--- src/rtl/sbox_pkg.sv ---
// Shared constants for the iterative S-box layer: box width, lookup tables and FSM states.
// The inverse table exists only when SBOX_INVERSE_EN is defined.
package sbox_pkg;

  localparam int unsigned SBOX_W = 5;

  typedef logic [SBOX_W-1:0] box_t;

  // Index is the 5-bit box value: row = bit 4, column = bits 3:0.
  localparam box_t SBOX [32] = '{
    5'h04, 5'h0b, 5'h1f, 5'h14, 5'h1a, 5'h15, 5'h09, 5'h02,
    5'h1b, 5'h05, 5'h08, 5'h12, 5'h1d, 5'h03, 5'h06, 5'h1c,
    5'h1e, 5'h13, 5'h07, 5'h0e, 5'h00, 5'h0d, 5'h11, 5'h18,
    5'h10, 5'h0c, 5'h01, 5'h19, 5'h16, 5'h0a, 5'h0f, 5'h17
  };

`ifdef SBOX_INVERSE_EN
  // INV_SBOX[SBOX[x]] == x for every x.
  localparam box_t INV_SBOX [32] = '{
    5'h14, 5'h1a, 5'h07, 5'h0d, 5'h00, 5'h09, 5'h0e, 5'h12,
    5'h0a, 5'h06, 5'h1d, 5'h01, 5'h19, 5'h15, 5'h13, 5'h1e,
    5'h18, 5'h16, 5'h0b, 5'h11, 5'h03, 5'h05, 5'h1c, 5'h1f,
    5'h17, 5'h1b, 5'h04, 5'h08, 5'h0f, 5'h0c, 5'h10, 5'h02
  };
`endif

  typedef enum logic [1:0] {
    IDLE,
    RUN,
    DONE
  } state_e;

endpackage

--- src/rtl/sbox_lane.sv ---
// Combinational single-box lookup. Under SBOX_INVERSE_EN an inv_i select picks the
// inverse table instead of the forward one.
module sbox_lane
  import sbox_pkg::*;
(
  input  logic [SBOX_W-1:0] box_i,
`ifdef SBOX_INVERSE_EN
  input  logic              inv_i,
`endif
  output logic [SBOX_W-1:0] box_o
);

  always_comb begin
    box_o = SBOX[box_i];
`ifdef SBOX_INVERSE_EN
    if (inv_i) begin
      box_o = INV_SBOX[box_i];
    end
`endif
  end

endmodule

--- src/rtl/sbox_layer_seq.sv ---
// Iterative S-box layer: NBOX 5-bit boxes substituted LANES per clock under valid/ready.
// Optional SBOX_INVERSE_EN adds the in_inv port and inverse-table lanes.
module sbox_layer_seq
  import sbox_pkg::*;
#(
  parameter int unsigned NBOX  = 8,
  parameter int unsigned LANES = 2
) (
  input  logic                   clk,
  input  logic                   rst,
  input  logic                   in_valid,
  output logic                   in_ready,
  input  logic [SBOX_W*NBOX-1:0] in_data,
`ifdef SBOX_INVERSE_EN
  input  logic                   in_inv,
`endif
  output logic                   out_valid,
  input  logic                   out_ready,
  output logic [SBOX_W*NBOX-1:0] out_data,
  output logic                   busy
);

  localparam int unsigned STEPS   = (LANES == 0) ? 1 : NBOX / LANES;
  localparam int unsigned CNT_W   = (STEPS > 1) ? $clog2(STEPS) : 1;
  localparam int unsigned WORD_W  = SBOX_W * NBOX;
  localparam int unsigned SLICE_W = SBOX_W * LANES;
  localparam logic [CNT_W-1:0] LAST_STEP = CNT_W'(STEPS - 1);

  if (NBOX < 1 || LANES < 1 || (NBOX % LANES) != 0) begin : g_bad_cfg
    $error("sbox_layer_seq: LANES must be >= 1 and divide NBOX (>= 1)");
  end

  state_e             state_q, state_d;
  logic [WORD_W-1:0]  work_q, work_d;
  logic [CNT_W-1:0]   cnt_q, cnt_d;
  logic               out_valid_q, out_valid_d;
  logic               busy_q, busy_d;
  logic [SLICE_W-1:0] sub_slice;
  logic [WORD_W-1:0]  rotated;
`ifdef SBOX_INVERSE_EN
  logic               inv_q, inv_d;
`endif

  for (genvar l = 0; l < LANES; l++) begin : g_lane
    sbox_lane u_lane (
      .box_i (work_q[SBOX_W*l +: SBOX_W]),
`ifdef SBOX_INVERSE_EN
      .inv_i (inv_q),
`endif
      .box_o (sub_slice[SBOX_W*l +: SBOX_W])
    );
  end

  // Rotate right by one slice and put the substituted low slice on top; after
  // STEPS rotations every box is back at its original position.
  if (STEPS == 1) begin : g_rot_full
    assign rotated = sub_slice;
  end else begin : g_rot
    assign rotated = {sub_slice, work_q[WORD_W-1:SLICE_W]};
  end

  always_comb begin
    state_d  = state_q;
    work_d   = work_q;
    cnt_d    = cnt_q;
    in_ready = 1'b0;
`ifdef SBOX_INVERSE_EN
    inv_d    = inv_q;
`endif
    unique case (state_q)
      IDLE: begin
        in_ready = 1'b1;
        if (in_valid) begin
          work_d  = in_data;
          cnt_d   = '0;
          state_d = RUN;
`ifdef SBOX_INVERSE_EN
          inv_d   = in_inv;
`endif
        end
      end
      RUN: begin
        work_d = rotated;
        cnt_d  = cnt_q + CNT_W'(1);
        if (cnt_q == LAST_STEP) begin
          state_d = DONE;
        end
      end
      DONE: begin
        if (out_ready) begin
          in_ready = 1'b1;
          if (in_valid) begin
            work_d  = in_data;
            cnt_d   = '0;
            state_d = RUN;
`ifdef SBOX_INVERSE_EN
            inv_d   = in_inv;
`endif
          end else begin
            state_d = IDLE;
          end
        end
      end
      default: state_d = IDLE;
    endcase
    out_valid_d = (state_d == DONE);
    busy_d      = (state_d != IDLE);
  end

  always_ff @(posedge clk) begin
    if (rst) begin
      state_q     <= IDLE;
      work_q      <= '0;
      cnt_q       <= '0;
      out_valid_q <= 1'b0;
      busy_q      <= 1'b0;
`ifdef SBOX_INVERSE_EN
      inv_q       <= 1'b0;
`endif
    end else begin
      state_q     <= state_d;
      work_q      <= work_d;
      cnt_q       <= cnt_d;
      out_valid_q <= out_valid_d;
      busy_q      <= busy_d;
`ifdef SBOX_INVERSE_EN
      inv_q       <= inv_d;
`endif
    end
  end

  assign out_valid = out_valid_q;
  assign out_data  = work_q;
  assign busy      = busy_q;

endmodule

--- config.mk ---
export PLATFORM = sky130hd
export DESIGN_NAME = sbox_layer_seq
export DESIGN_NICKNAME = d
export VERILOG_FILES = /design/src/rtl/sbox_pkg.sv /design/src/rtl/sbox_lane.sv /design/src/rtl/sbox_layer_seq.sv
export SDC_FILE = /design/constraint.sdc
export NUM_CORES = 1
export LEC_CHECK = 0
export ABC_AREA = 1
export BUFFER_PORTS_ARGS = -buffer_cell sky130_fd_sc_hd__buf_4
export CAP_MARGIN = 20
export CORE_MARGIN = 8
export CORE_UTILIZATION = 25
export DETAILED_ROUTE_END_ITERATION = 10
export GPL_TIMING_DRIVEN = 1
export SETUP_SLACK_MARGIN = 0.15
export SLEW_MARGIN = 20
export SYNTH_ARGS = -nofsm -noshare
export SYNTH_HDL_FRONTEND = slang
export SYNTH_SLANG_ARGS = --single-unit
export TNS_END_PERCENT = 10
--- constraint.sdc ---
create_clock -name clk -period 3.4 [get_ports clk]
set_input_delay 0.68 -clock clk [delete_from_list [all_inputs] [get_ports clk]]
set_output_delay 0.68 -clock clk [all_outputs]
set_load 0.01 [all_outputs]
* After elaboration in Yosys (flattened, before gate mapping)
Memory sizes are Yosys's and may differ from the RTL's. Index checks and enable logic that the tools add are counted.
Word-level totals: flip-flop bits (word level) 46, bits in latches 0, bits in writable memories 0, memory bits (read-only) 320, input port bits 44, output and inout port bits 43, logic and storage cells 38, memories 2
Operators by class: $add $sub $neg 1, multipliers 0, divide/modulo/power cells 0, $lt $le $gt $ge 2, equality and inequality tests 5, shift operators 0, muxes and demuxes 17, bitwise gates (word level) 2, reductions and logical operators 4
Memories:
- (no name shown) | depth 32, bits a word 5, rd ports 1, clocked after Yosys merged registers in 0, wr ports 0, RTL line sbox_lane.sv:14 | box_o = SBOX[box_i];
- (no name shown) | depth 32, bits a word 5, rd ports 1, clocked after Yosys merged registers in 0, wr ports 0, RTL line sbox_lane.sv:14
Operators by type and width (number):
- one-hot mux 40 bit (3 select lines) | 1
- 2-to-1 mux 40 bit | 2
- 2-to-1 mux 5 bit | 4
- greater-or-equal comparator 6 bit, second input constant | 2
- NOT 5 -> 6 bit | 2
- one-hot mux 2 bit (3 select lines) | 2
- 2-to-1 mux 2 bit | 5
- equality test 2 bit, second input constant | 3
- nonzero test 3 bit | 1
- adder 2 x 1 -> 2 bit, second input constant | 1
- equality test 2 x 1 -> 1 bit, second input constant | 1
- zero test 2 bit | 1
- 2-to-1 mux 1 bit | 2
- != test 2 bit, second input constant | 1
- one-hot mux 1 bit (2 select lines) | 1
- AND reduction 2 bit | 1
- nonzero test 2 bit | 1

* Logic depth before layout (Yosys ltp)
Gate-level depths: netlist of run 1.
depth after elaboration 5, mapped depth 10, mapped depth without buffers 10

* Cells and area by module
From an unflattened synthesis of run 1, not the netlist that was laid out.
Second synthesis, totals: cells, all modules 525, area total of the unflattened synthesis 3099.2 µm²
By module, submodules not included:
- sbox_layer_seq | instances 1, cells an instance 454, area an instance 2667.6 µm², seq. area each 920.9 µm²
- sbox_lane (g_lane[1].u_lane) | instances 1, cells an instance 36, area an instance 217.7 µm², seq. area each 0.0 µm²
- sbox_lane (g_lane[0].u_lane) | instances 1, cells an instance 35, area an instance 214.0 µm², seq. area each 0.0 µm²

* Least setup slack after synthesis of run 1
OpenSTA, ideal clock, no wires.
kind input to output, start input out_ready, end output in_ready, arrival 877 ps, required time 2720 ps, slack 1843 ps, stages on the path 2, path buffers 0, cells stage by stage nor2_2 > nor2_4
On the way: cells in the longest elaborated chain, start to end 2
Ends and longest elaborated chain:
- from (decl) | RTL line sbox_layer_seq.sv:18 | input logic out_ready,
- 2-to-1 mux 1 bit | RTL line sbox_layer_seq.sv:90 | if (out_ready) begin
- one-hot mux 1 bit (2 select lines) | RTL line sbox_layer_seq.sv:70 | unique case (state_q)
- to (decl) | RTL line sbox_layer_seq.sv:12 | output logic in_ready,
Every way passes these cells.

* Final worst setup path of run 1
start register state_q[0], end register work_q[33] (netlist: out_data[33])
On the way: cells in the longest elaborated chain, start to end 3, elaborated cells between the ends (all ways) 7, those cells by class 3 x eq/ne; 1 x mux; 3 x reduce/logical
Ends and longest elaborated chain:
- from (decl) | RTL line sbox_layer_seq.sv:33 | state_e state_q, state_d;
- from (signal assigned) | RTL line sbox_layer_seq.sv:121 | state_q <= state_d;
- equality test 2 bit, or another cell as far along | RTL line sbox_layer_seq.sv:70
- != test 2 bit (no line) / nonzero test 3 bit (equally long branches)
- AND reduction 2 bit (no line)
- to (signal assigned) | RTL line sbox_layer_seq.sv:122 | work_q <= work_d;
- to (decl) | RTL line sbox_layer_seq.sv:34 | logic [WORD_W-1:0] work_q, work_d;
Several ways; a longest one is shown, not always the timed one. A chain may end at the register's enable or synchronous reset.

==> key figures, run 1 <==
Run status
  • Status: complete, no violations

STA
  • Relative slew slack: 34.5%
  • Final Critical Period: 1.97 ns
  • RSZ-0062 raised after global routing: no
  • Clock Skews: 0.0108 ns
  • Total negative slack: 0 ns
  • Final worst setup slack: 1.43 ns
  • Slew @ Worst Pin: 0.981 ns
  • Endpoints failing hold: 0
  • # setup viols final: 0
  • Fin crit share: 58.1%
  • Fmax: 506 MHz
  • Max Slew Vio Count: 0

Drt
  • Average via count per standard cell: 4.43
  • DRC viols: 0
  • Drt wl/cell: 13.6 µm
  • Pre-antenna DRT Iters: 4
  • Routed via count: 2,365
  • First DRT Iteration DRCs: 99
  • Post-Route WL: 7.26 mm
  • Routed Antenna Nets: 0

Place
  • Gp weighted congestion: 0.774
  • DP Worst Slack: 1.32 ns
  • HPWL after DPL: 5.39 mm
  • IO Port Bufs: 86

Cells and area
  • Share of cells above drive strength 1: 26.2%
  • Antenna cells: 0
  • Finished Core Util: 34.2%
  • Synth-to-layout area growth: 32.8%
  • Nets: 457

Synth
  • Mux cell area share after synthesis: 0%
  • Post-Syn Area: 2390 µm²
  • Syn_nets: 384
  • Largest family of logic cells by synthesized area: compound AO/OA/AOI/OAI gates
  • Sequential fraction of the synthesis area: 38.5%
  • Ys Warns: 0
  • EDFF count, synth: 0
  • Post-Synth Simple-Gate Area: 20.2%
  • Synth Area in Adders: 4.70%
  • Synth area leader: dfxtp_1
  • Async S/R FF share, synth: 0%
  • Most frequent cells after synthesis: 82 x nand2_1, 47 x o21ai_1, 46 x dfxtp_1, 26 x a21oi_1, 24 x inv_1
  • Largest cells by area after synthesis: dfxtp_1 38%, nand2_1 13%, o21ai_1 9.8%
  • Distinct cells, synth: 26
  • Count leader, synth: nand2_1
  • Post-synthesis compound-gate area fraction: 24.6%
  • Syn Area/Cell: 7.24 µm²
  • Post-synthesis register bit count: 46
  • Prevailing post-synth register cell: dfxtp_1
  • Synth top area share: 38.5%
  • Post-Synth XOR/XNOR Area: 1.46%
  • Cell count after synthesis: 331

Global routing
  • Initial antenna violation count: 0
  • Pin count of the biggest net entering global routing: 55
  • Vias in the first global route: 2,322
  • First-pass GRT wire length: 11.9 mm
  • GRT overflow: 0
  • Total track usage: 11.2%

CTS
  • Num CTS Buffers: 5
  • Post-CTS sizing: 0
  • Clock insertion delay at the later pin of the skew report: 0.29 ns
  • TritonCTS clock tree: built
  • CTS H-tree depth: 2
  • Hold buffer count at cts: 0
  • Post-CTS setup repair buffer count: 0
  • Clk pin slew, worst setup/hold paths: 0.09 ns
  • Bufs on Longest Clock Path: 2
  • Clock sinks: 46
  • Root buf cell: clkbuf_8

Worst setup path
  • Max stage delay on crit path: 0.57 ns
  • Reg2reg path depth: 5
  • Largest fanout on the critical path: 54
  • Crit path max-delay family: simple AND/OR/NAND/NOR gates
  • Worst EP required: 3.62 ns
  • Data arrival time of the critical path: 2.20 ns
  • Crit path launch type: flop
  • Crit Path Class: flop to flop
  • Critical path depth in cells: 5
  • CP Buf/Inv Count: 1
  • Cell Chain, Critical Path: nand2_4, clkinv_2, nand3_1, nand2_1, a21oi_1
  • Nature of the critical path endpoint: flop
  • Critical-path top delay cell: clkinv_2

Floorplanning
  • Core ar.: 9280 µm²
  • Die Footprint: 13,000 µm²
  • Initial Util: 25.8%
  • Rows: 35
  • Die X-Extent: 114 µm
  • Die Ht: 114 µm
  • Ports: 87

Job
  • Maxcap violations: 0

Pwr
  • Peak VDD IR: 0.188 mV
  • Leakage: 0.00143 µW
  • PD cells: 465 nW/µm²
  • Total power draw: 1480 µW

Worst hold path
  • Min-Delay Path Class: flop to flop
  • Hold Path Stages: 2
metal layers:
| layer | up-vias | global-route usage, % | share of wire, % |
|---|---|---|---|
| met5 | - | 0 | 0 |
| li1 | 1251 | - | - |
| met4 | 0 | 2.66 | 0.76 |
| met3 | 5 | 3.49 | 6.2 |
| met2 | 58 | 18.1 | 45 |
| met1 | 1051 | 14.2 | 48 |
power by group:
part	total [µW]	switching, µW	internal [µW]
sequential	652	56.0	596
combinational	422	237	186
clock	404	184	220
final cells by class:
| class | count | area, µm² |
|---|---|---|
| clock buffer | 7 | 76.3 |
| clock inverter | 1 | 30.0 |
| fill | 1039 | 6100 |
| inverter | 32 | 126 |
| multi-input combinational | 233 | 1220 |
| sequential | 46 | 921 |
| tap | 129 | 161 |
| timing repair buffer | 86 | 646 |
sequential cells by signal, summed over array words and instances, names as in the netlist:
signal,flops
out_data,40
state_q,2
cnt_q,2
out_valid,1
busy,1
cell families after synthesis:
logic type      after synthesis
xor+xnor                      4
flops                        46
buf+inv                      52
fa+ha+maj                     9
compound gates              108
simple gates                112
per-stage QoR:
step | std cells | instance area [µm²] | hold WS, ns
2_1_floorplan | 331 | 2390 | 0.474
3_3_place_gp | 526 | 3070 | 0.460
3_5_place_dp | 526 | 3070 | 0.464
4_1_cts | 534 | 3180 | 0.478
5_1_grt | 534 | 3180 | 0.494
6_report | 534 | 3180 | 0.475
placed cells by master, fill, tap and decap left out:
cell type / netlist / routed
nor2_2: 1 / 1
inv_6: 1 / 1
o21ai_1: 47 / 47
buf_4: 2 / 86
a22oi_2: 1 / 1
nand2_1: 82 / 82
inv_1: 24 / 24
nand2_4: 1 / 1
clkbuf_1: 6 / 2
nand3_1: 10 / 10
inv_2: 6 / 6
nor2_1: 15 / 15
xor2_1: 3 / 3
o211ai_1: 6 / 6
clkinv_2: 1 / 1
a31oi_1: 18 / 18
xnor2_1: 1 / 1
o21ai_0: 9 / 9
dfxtp_1: 46 / 46
nand2_8: 2 / 2
bufinv_16: 0 / 1
clkbuf_8: 0 / 5
a21oi_1: 26 / 26
nor2_4: 1 / 1
ha_1: 9 / 9
o31ai_1: 1 / 1
path summary, 6_finish.rpt:
kind | startpoint | end | slack [ns]
min reg2reg | out_data[19]$_SDFFE_PP0P_ | out_data[19]$_SDFFE_PP0P_ | 0.47
max reg2reg | state_q[0]$_SDFF_PP0_ | out_data[33]$_SDFFE_PP0P_ | 1.43
max | state_q[0]$_SDFF_PP0_ | out_data[33]$_SDFFE_PP0P_ | 1.43
min | out_data[19]$_SDFFE_PP0P_ | out_data[19]$_SDFFE_PP0P_ | 0.47
worst register-to-register path, cell delays in order (launching register included):
cell and delay (ns):
dfxtp_1 0.37, nand2_4 0.47, clkinv_2 0.59, nand3_1 0.30
nand2_1 0.07, a21oi_1 0.12
No activity file was read; power rests on OpenSTA's default activity.
==> run 2: changes to the inputs <==
Clock period 3.4 ns to 1.71 ns, I/O delays scaled along.
==> run 2 against run 1 <==
  * Total power grew 100%
  * Clock power grew 110%
  * Global-route usage grew 0.23 points
  * Clock skew shrank 0.0014 ns
  * Count of clock-buffer cells in the layout shrank 2
  * Register-to-register slack lost 1.1 ns
  * Sequential power grew 99%
  * Flip-flop and latch count is the same
  * Largest cell class unchanged
  * Combinational power grew 110%
  * Largest power group unchanged
  * Critical path depth grew 2
  * Worst hold slack lost 0.18 ns
==> key figures, run 2 (synthesized netlist as in run 1, its figures left out) <==
Cells and area
  • Share of cells above drive strength 1: 28.4%
  • Commonest non-fill, non-tap cell in the layout: buf_4
  • Finished Core Util: 35.1%
  • Nets: 461
  • Commonest non-fill, non-tap cells in the layout: 88 x buf_4, 82 x nand2_1, 47 x o21ai_1
  • Max reg flops: 40
  • Antenna cells: 0
  • Synth-to-layout area growth: 36.1%
  • Fillers: 1,031

Floorplanning
  • Die Ht: 114 µm
  • Initial Util: 25.8%
  • Core ar.: 9280 µm²
  • Die Footprint: 13,000 µm²
  • Ports: 87
  • Rows: 35
  • Die X-Extent: 114 µm

STA
  • Fin crit share: 83.6%
  • Relative slew slack: 77.1%
  • Final Critical Period: 1.43 ns
  • Fmax: 699 MHz
  • Clock Skews: 0.00945 ns
  • Max Slew Vio Count: 0
  • RSZ-0062 raised after global routing: yes
  • Total negative slack: 0 ns
  • Slew @ Worst Pin: 0.343 ns
  • # setup viols final: 0
  • Hold Worst Slack: 0.294 ns
  • Endpoints failing hold: 0

Worst setup path
  • Crit Path Class: flop to flop
  • RR Startpoint: out_data[2]$_SDFFE_PP0P_
  • CP endpoint: out_data[34]$_SDFFE_PP0P_
  • Largest fanout on the critical path: 7
  • Worst EP required: 1.92 ns
  • Crit path launch type: flop
  • Nature of the critical path endpoint: flop
  • Worst setup startpoint: out_data[2]$_SDFFE_PP0P_
  • Reg2reg path depth: 7
  • R2R setup slack: 0.28 ns
  • Data arrival time of the critical path: 1.64 ns
  • RR Endpoint: out_data[34]$_SDFFE_PP0P_

Drt
  • Drt wl/cell: 13.8 µm
  • Met3 Wirelength: 626 µm
  • Average via count per standard cell: 4.44
  • First DRT Iteration DRCs: 212
  • Highest Signal Layer: met4
  • DRC viols: 0
  • Met2 wire len: 3.42 mm
  • WL met1: 3.35 mm
  • Post-Route WL: 7.41 mm
  • Routed via count: 2,388
  • Pre-antenna DRT Iters: 4
  • Routed Antenna Nets: 0

Place
  • HPWL after DPL: 5.50 mm
  • IO Port Bufs: 86
  • Gp weighted congestion: 0.777

Run status
  • Status: complete, no violations

CTS
  • Num CTS Buffers: 5
  • CTS H-tree depth: 2
  • Clock sinks: 46
  • Hold buffer count at cts: 0
  • TritonCTS clock tree: built
  • Clock insertion delay at the later pin of the skew report: 0.31 ns
  • Clk pin slew, worst setup/hold paths: 0.09 ns
  • Bufs on Longest Clock Path: 2
  • Root buf cell: clkbuf_8

Global routing
  • Pin count of the biggest net entering global routing: 54
  • Vias in the first global route: 2,285
  • Total track usage: 11.5%
  • First-pass GRT wire length: 12.1 mm
  • GRT overflow: 0
  • Initial antenna violation count: 0

Pwr
  • Sequential power share: 43.1%
  • Pint: 2020 µW
  • PD cells: 923 nW/µm²
  • Sw Ratio: 33.0%
  • Psw: 994 µW
  • Comb power frac: 29.1%
  • Clock power frac: 27.8%
  • Leakage: 0.00146 µW
  • Peak VDD IR: 0.377 mV

Job
  • Maxcap violations: 0

Worst hold path
  • Hold Startpoint: rst
  • Min-Delay Path Class: input pin to flop
-- run 2: cell count changes in the layout (fill, tap and decap cells not counted), sizes merged --
| cell | previous run | this run |
|---|---|---|
| clkbuf | 7 | 5 |
| buf | 86 | 90 |
| clkinvlp | 0 | 2 |
-- run 2: what timing repair did --
item / 4_1_cts / 5_1_grt
resized for setup: 0 / 5
setup endpoints to repair: 0 / 4
setup buffers: 0 / 0
-- run 2: how the worst min path moves through the flow --
| stage | to | depth (start not counted) |
|---|---|---|
| final | out_data[39]$_SDFFE_PP0P_ | 2 |
| after global routing | out_data[29]$_SDFFE_PP0P_ | 3 |
| after CTS | out_data[39]$_SDFFE_PP0P_ | 2 |
| after detailed placement | out_data[16]$_SDFFE_PP0P_ | 2 |
| after global placement | out_data[15]$_SDFFE_PP0P_ | 2 |
| after floorplan | cnt_q[1]$_SDFFE_PP0P_ | 2 |
-- run 2: power by group through the flow --
| stage | clock network (µW) | registers (µW) | logic [µW] |
|---|---|---|---|
| 2_1_floorplan | 0 | 1340 | 490 |
| 3_3_place_gp | 0 | 1320 | 866 |
| 3_5_place_dp | 0 | 1320 | 874 |
| 4_1_cts | 862 | 1300 | 879 |
| 5_1_grt | 908 | 1320 | 983 |
| 6_report | 837 | 1300 | 877 |
-- run 2: per-stage QoR --
stage	cell area [µm²]	total power (µW)	worst slack, ns	cells
3_5_place_dp	3130	2190	0.212	530
5_1_grt	3260	3210	0.130	538
6_report	3260	3010	0.280	538
3_3_place_gp	3130	2180	0.289	530
4_1_cts	3240	3040	0.176	538
2_1_floorplan	2390	1830	0.283	331
-- run 2: layout make-up --
type                            count  area [µm²]  share of cell area [%]
Clock inverter                      3        45.0                    1.38
Timing Repair Buffer               90         701                    21.5
Multi-Input combinational cell    233        1230                    37.8
Tap cell                          129         161                    4.95
Clock buffer                        5        68.8                    2.11
Sequential cell                    46         926                    28.4
Inverter                           32         126                    3.88
-- run 2: worst max-delay path, stage by stage (launching register included) --
cell and delay [ns]:
dfxtp_1 0.48, inv_2 0.08, ha_1 0.29, xor2_1 0.14, o21ai_1 0.12, nand3_1 0.09, o211ai_1 0.08, inv_1 0.05
-- run 2: metal layers --
| layer | GRT usage [%] | vias to the layer above |
|---|---|---|
| met2 | 17.4 | 66 |
| met5 | 0 | - |
| met1 | 14.6 | 1061 |
| met4 | 3.55 | 0 |
| met3 | 4.44 | 2 |
| li1 | - | 1259 |
==> run 3: changes to the inputs <==
Clock period 1.71 ns to 1.5 ns, I/O delays scaled along.
==> run 3 against run 2 <==
  * Clock skew decreased by 0.0017 ns
  * Die area unchanged
  * Critical path type is now flop to output port
  * Worst setup slack lost 0.14 ns
  * Non-clock buffer count is 12 higher
  * Global-route usage rose by 0.19 points
==> key figures, run 3 (synthesized netlist as in run 1, its figures left out) <==
Place
  • HPWL after DPL: 5.82 mm
  • IO Port Bufs: 86
  • DP Worst Slack: 0.0786 ns
  • Gp weighted congestion: 0.806

Worst setup path
  • Most frequent CP cell: nor2_4
  • Critical-path top delay cell: dfxtp_2
  • CP Buf/Inv Count: 2
  • Data arrival time of the critical path: 1.06 ns
  • Crit path launch type: flop
  • Worst EP required: 1.20 ns
  • Nature of the critical path endpoint: output port
  • Largest fanout on the critical path: 3
  • Max stage delay on crit path: 0.33 ns
  • Crit Path Class: flop to output port
  • Crit path max-delay family: flip-flops
  • Cell Chain, Critical Path: inv_4, nor2_4, nor2_4, buf_6

CTS
  • TritonCTS clock tree: built
  • Clock insertion delay at the later pin of the skew report: 0.30 ns
  • Bufs on Longest Clock Path: 2
  • Clk pin slew, worst setup/hold paths: 0.09 ns
  • Clock sinks: 46
  • Hold buffer count at cts: 0
  • CTS H-tree depth: 2
  • Root buf cell: clkbuf_8
  • Num CTS Buffers: 5

Floorplanning
  • Die X-Extent: 114 µm
  • Die Footprint: 13,000 µm²
  • Die Ht: 114 µm
  • Ports: 87
  • Rows: 35
  • Core ar.: 9280 µm²
  • Initial Util: 25.8%

Pwr
  • PD cells: 1020 nW/µm²
  • Psw: 1130 µW
  • Sw Ratio: 32.4%
  • Leakage: 0.00154 µW
  • Comb power frac: 31.6%
  • Clock power frac: 26.4%
  • Peak VDD IR: 0.349 mV
  • Sequential power share: 42.0%
  • Pint: 2360 µW

Global routing
  • Pin count of the biggest net entering global routing: 36
  • Total track usage: 11.6%
  • First-pass GRT wire length: 12.3 mm
  • Initial antenna violation count: 0
  • Vias in the first global route: 2,398
  • GRT overflow: 0

Drt
  • Post-Route WL: 7.64 mm
  • Routed Antenna Nets: 0
  • Drt wl/cell: 13.9 µm
  • Routed via count: 2,464
  • DRC viols: 0
  • Pre-antenna DRT Iters: 4
  • Average via count per standard cell: 4.48
  • First DRT Iteration DRCs: 172

STA
  • Fmax: 737 MHz
  • Relative slew slack: 80.5%
  • Endpoints failing hold: 0
  • RSZ-0062 raised after global routing: yes
  • Final Critical Period: 1.36 ns
  • Slew @ Worst Pin: 0.290 ns
  • Total negative slack: 0 ns
  • Clock Skews: 0.00779 ns
  • # setup viols final: 0
  • Final worst setup slack: 0.143 ns
  • Max Slew Vio Count: 0
  • Fin crit share: 90.5%

Cells and area
  • Commonest non-fill, non-tap cell in the layout: buf_4
  • Finished Core Util: 36.9%
  • Nets: 473
  • Max reg flops: 40
  • Fillers: 1,025
  • Synth-to-layout area growth: 42.9%
  • Antenna cells: 0
  • Commonest non-fill, non-tap cells in the layout: 97 x buf_4, 81 x nand2_1, 47 x o21ai_1
  • Share of cells above drive strength 1: 33.3%

Run status
  • Status: complete, no violations

Job
  • Maxcap violations: 0

Worst hold path
  • Min-Delay Path Class: input pin to flop
==> run 3: what timing repair did <==
item                                    4_1_cts  5_1_grt
endpoints found under the setup margin        6       33
pin swaps                                     1        4
gates resized for setup                       5       21
buffers inserted                              2        2
==> run 3: layer usage <==
metal / GRT usage (%) / vias to the layer above / share of wire, %
li1: - / 1285 / -
met1: 14.4 / 1112 / 45
met2: 18.9 / 62 / 47
met3: 3.86 / 5 / 6.9
met4: 3.02 / 0 / 0.72
met5: 0 / - / 0
==> run 3: layout make-up <==
| type | count | area (µm²) | area share [%] |
|---|---|---|---|
| Clock buffer | 7 | 76.3 | 2.23 |
| Clock inverter | 1 | 30.0 | 0.877 |
| Inverter | 32 | 135 | 3.95 |
| Multi-Input combinational cell | 233 | 1280 | 37.4 |
| Sequential cell | 46 | 933 | 27.3 |
| Tap cell | 129 | 161 | 4.71 |
| Timing Repair Buffer | 102 | 806 | 23.5 |
==> run 3: worst paths after layout <==
path,start,endpoint,slack (ns),cells past startpoint
hold reg to reg,out_data[16]$_SDFFE_PP0P_,out_data[16]$_SDFFE_PP0P_,0.48,2
setup / recovery,state_q[1]$_SDFF_PP0_,in_ready,0.14,4
setup reg to reg,state_q[1]$_SDFF_PP0_,out_data[34]$_SDFFE_PP0P_,0.19,9
hold / removal,rst,out_data[33]$_SDFFE_PP0P_,0.25,2
==> run 3: metrics by stage <==
step	std cells	instance area, µm²	power, µW	hold slack, ns
final	550	3420	3490	0.252
after global placement	538	3190	2520	0.459
after detailed placement	538	3190	2530	0.466
after global routing	550	3420	3720	0.253
after CTS	548	3330	3480	0.252
after floorplan	331	2400	2090	0.454
==> run 3: worst register-to-register path, cell delays in order, from the launching register on <==
cell and delay (ns):
dfxtp_2 0.33, inv_4 0.08, nor2_4 0.04, nor2_4 0.18
nand2_8 0.09, nand2_8 0.09, buf_6 0.17, nand3_1 0.09
o211ai_1 0.08, inv_1 0.05
==> run 3: power groups by stage <==
stage | combinational [µW] | clock (µW) | sequential [µW]
6_report | 1100 | 922 | 1470
5_1_grt | 1230 | 1010 | 1490
4_1_cts | 1060 | 951 | 1470
3_5_place_dp | 1040 | 0 | 1500
3_3_place_gp | 1030 | 0 | 1490
2_1_floorplan | 559 | 0 | 1530
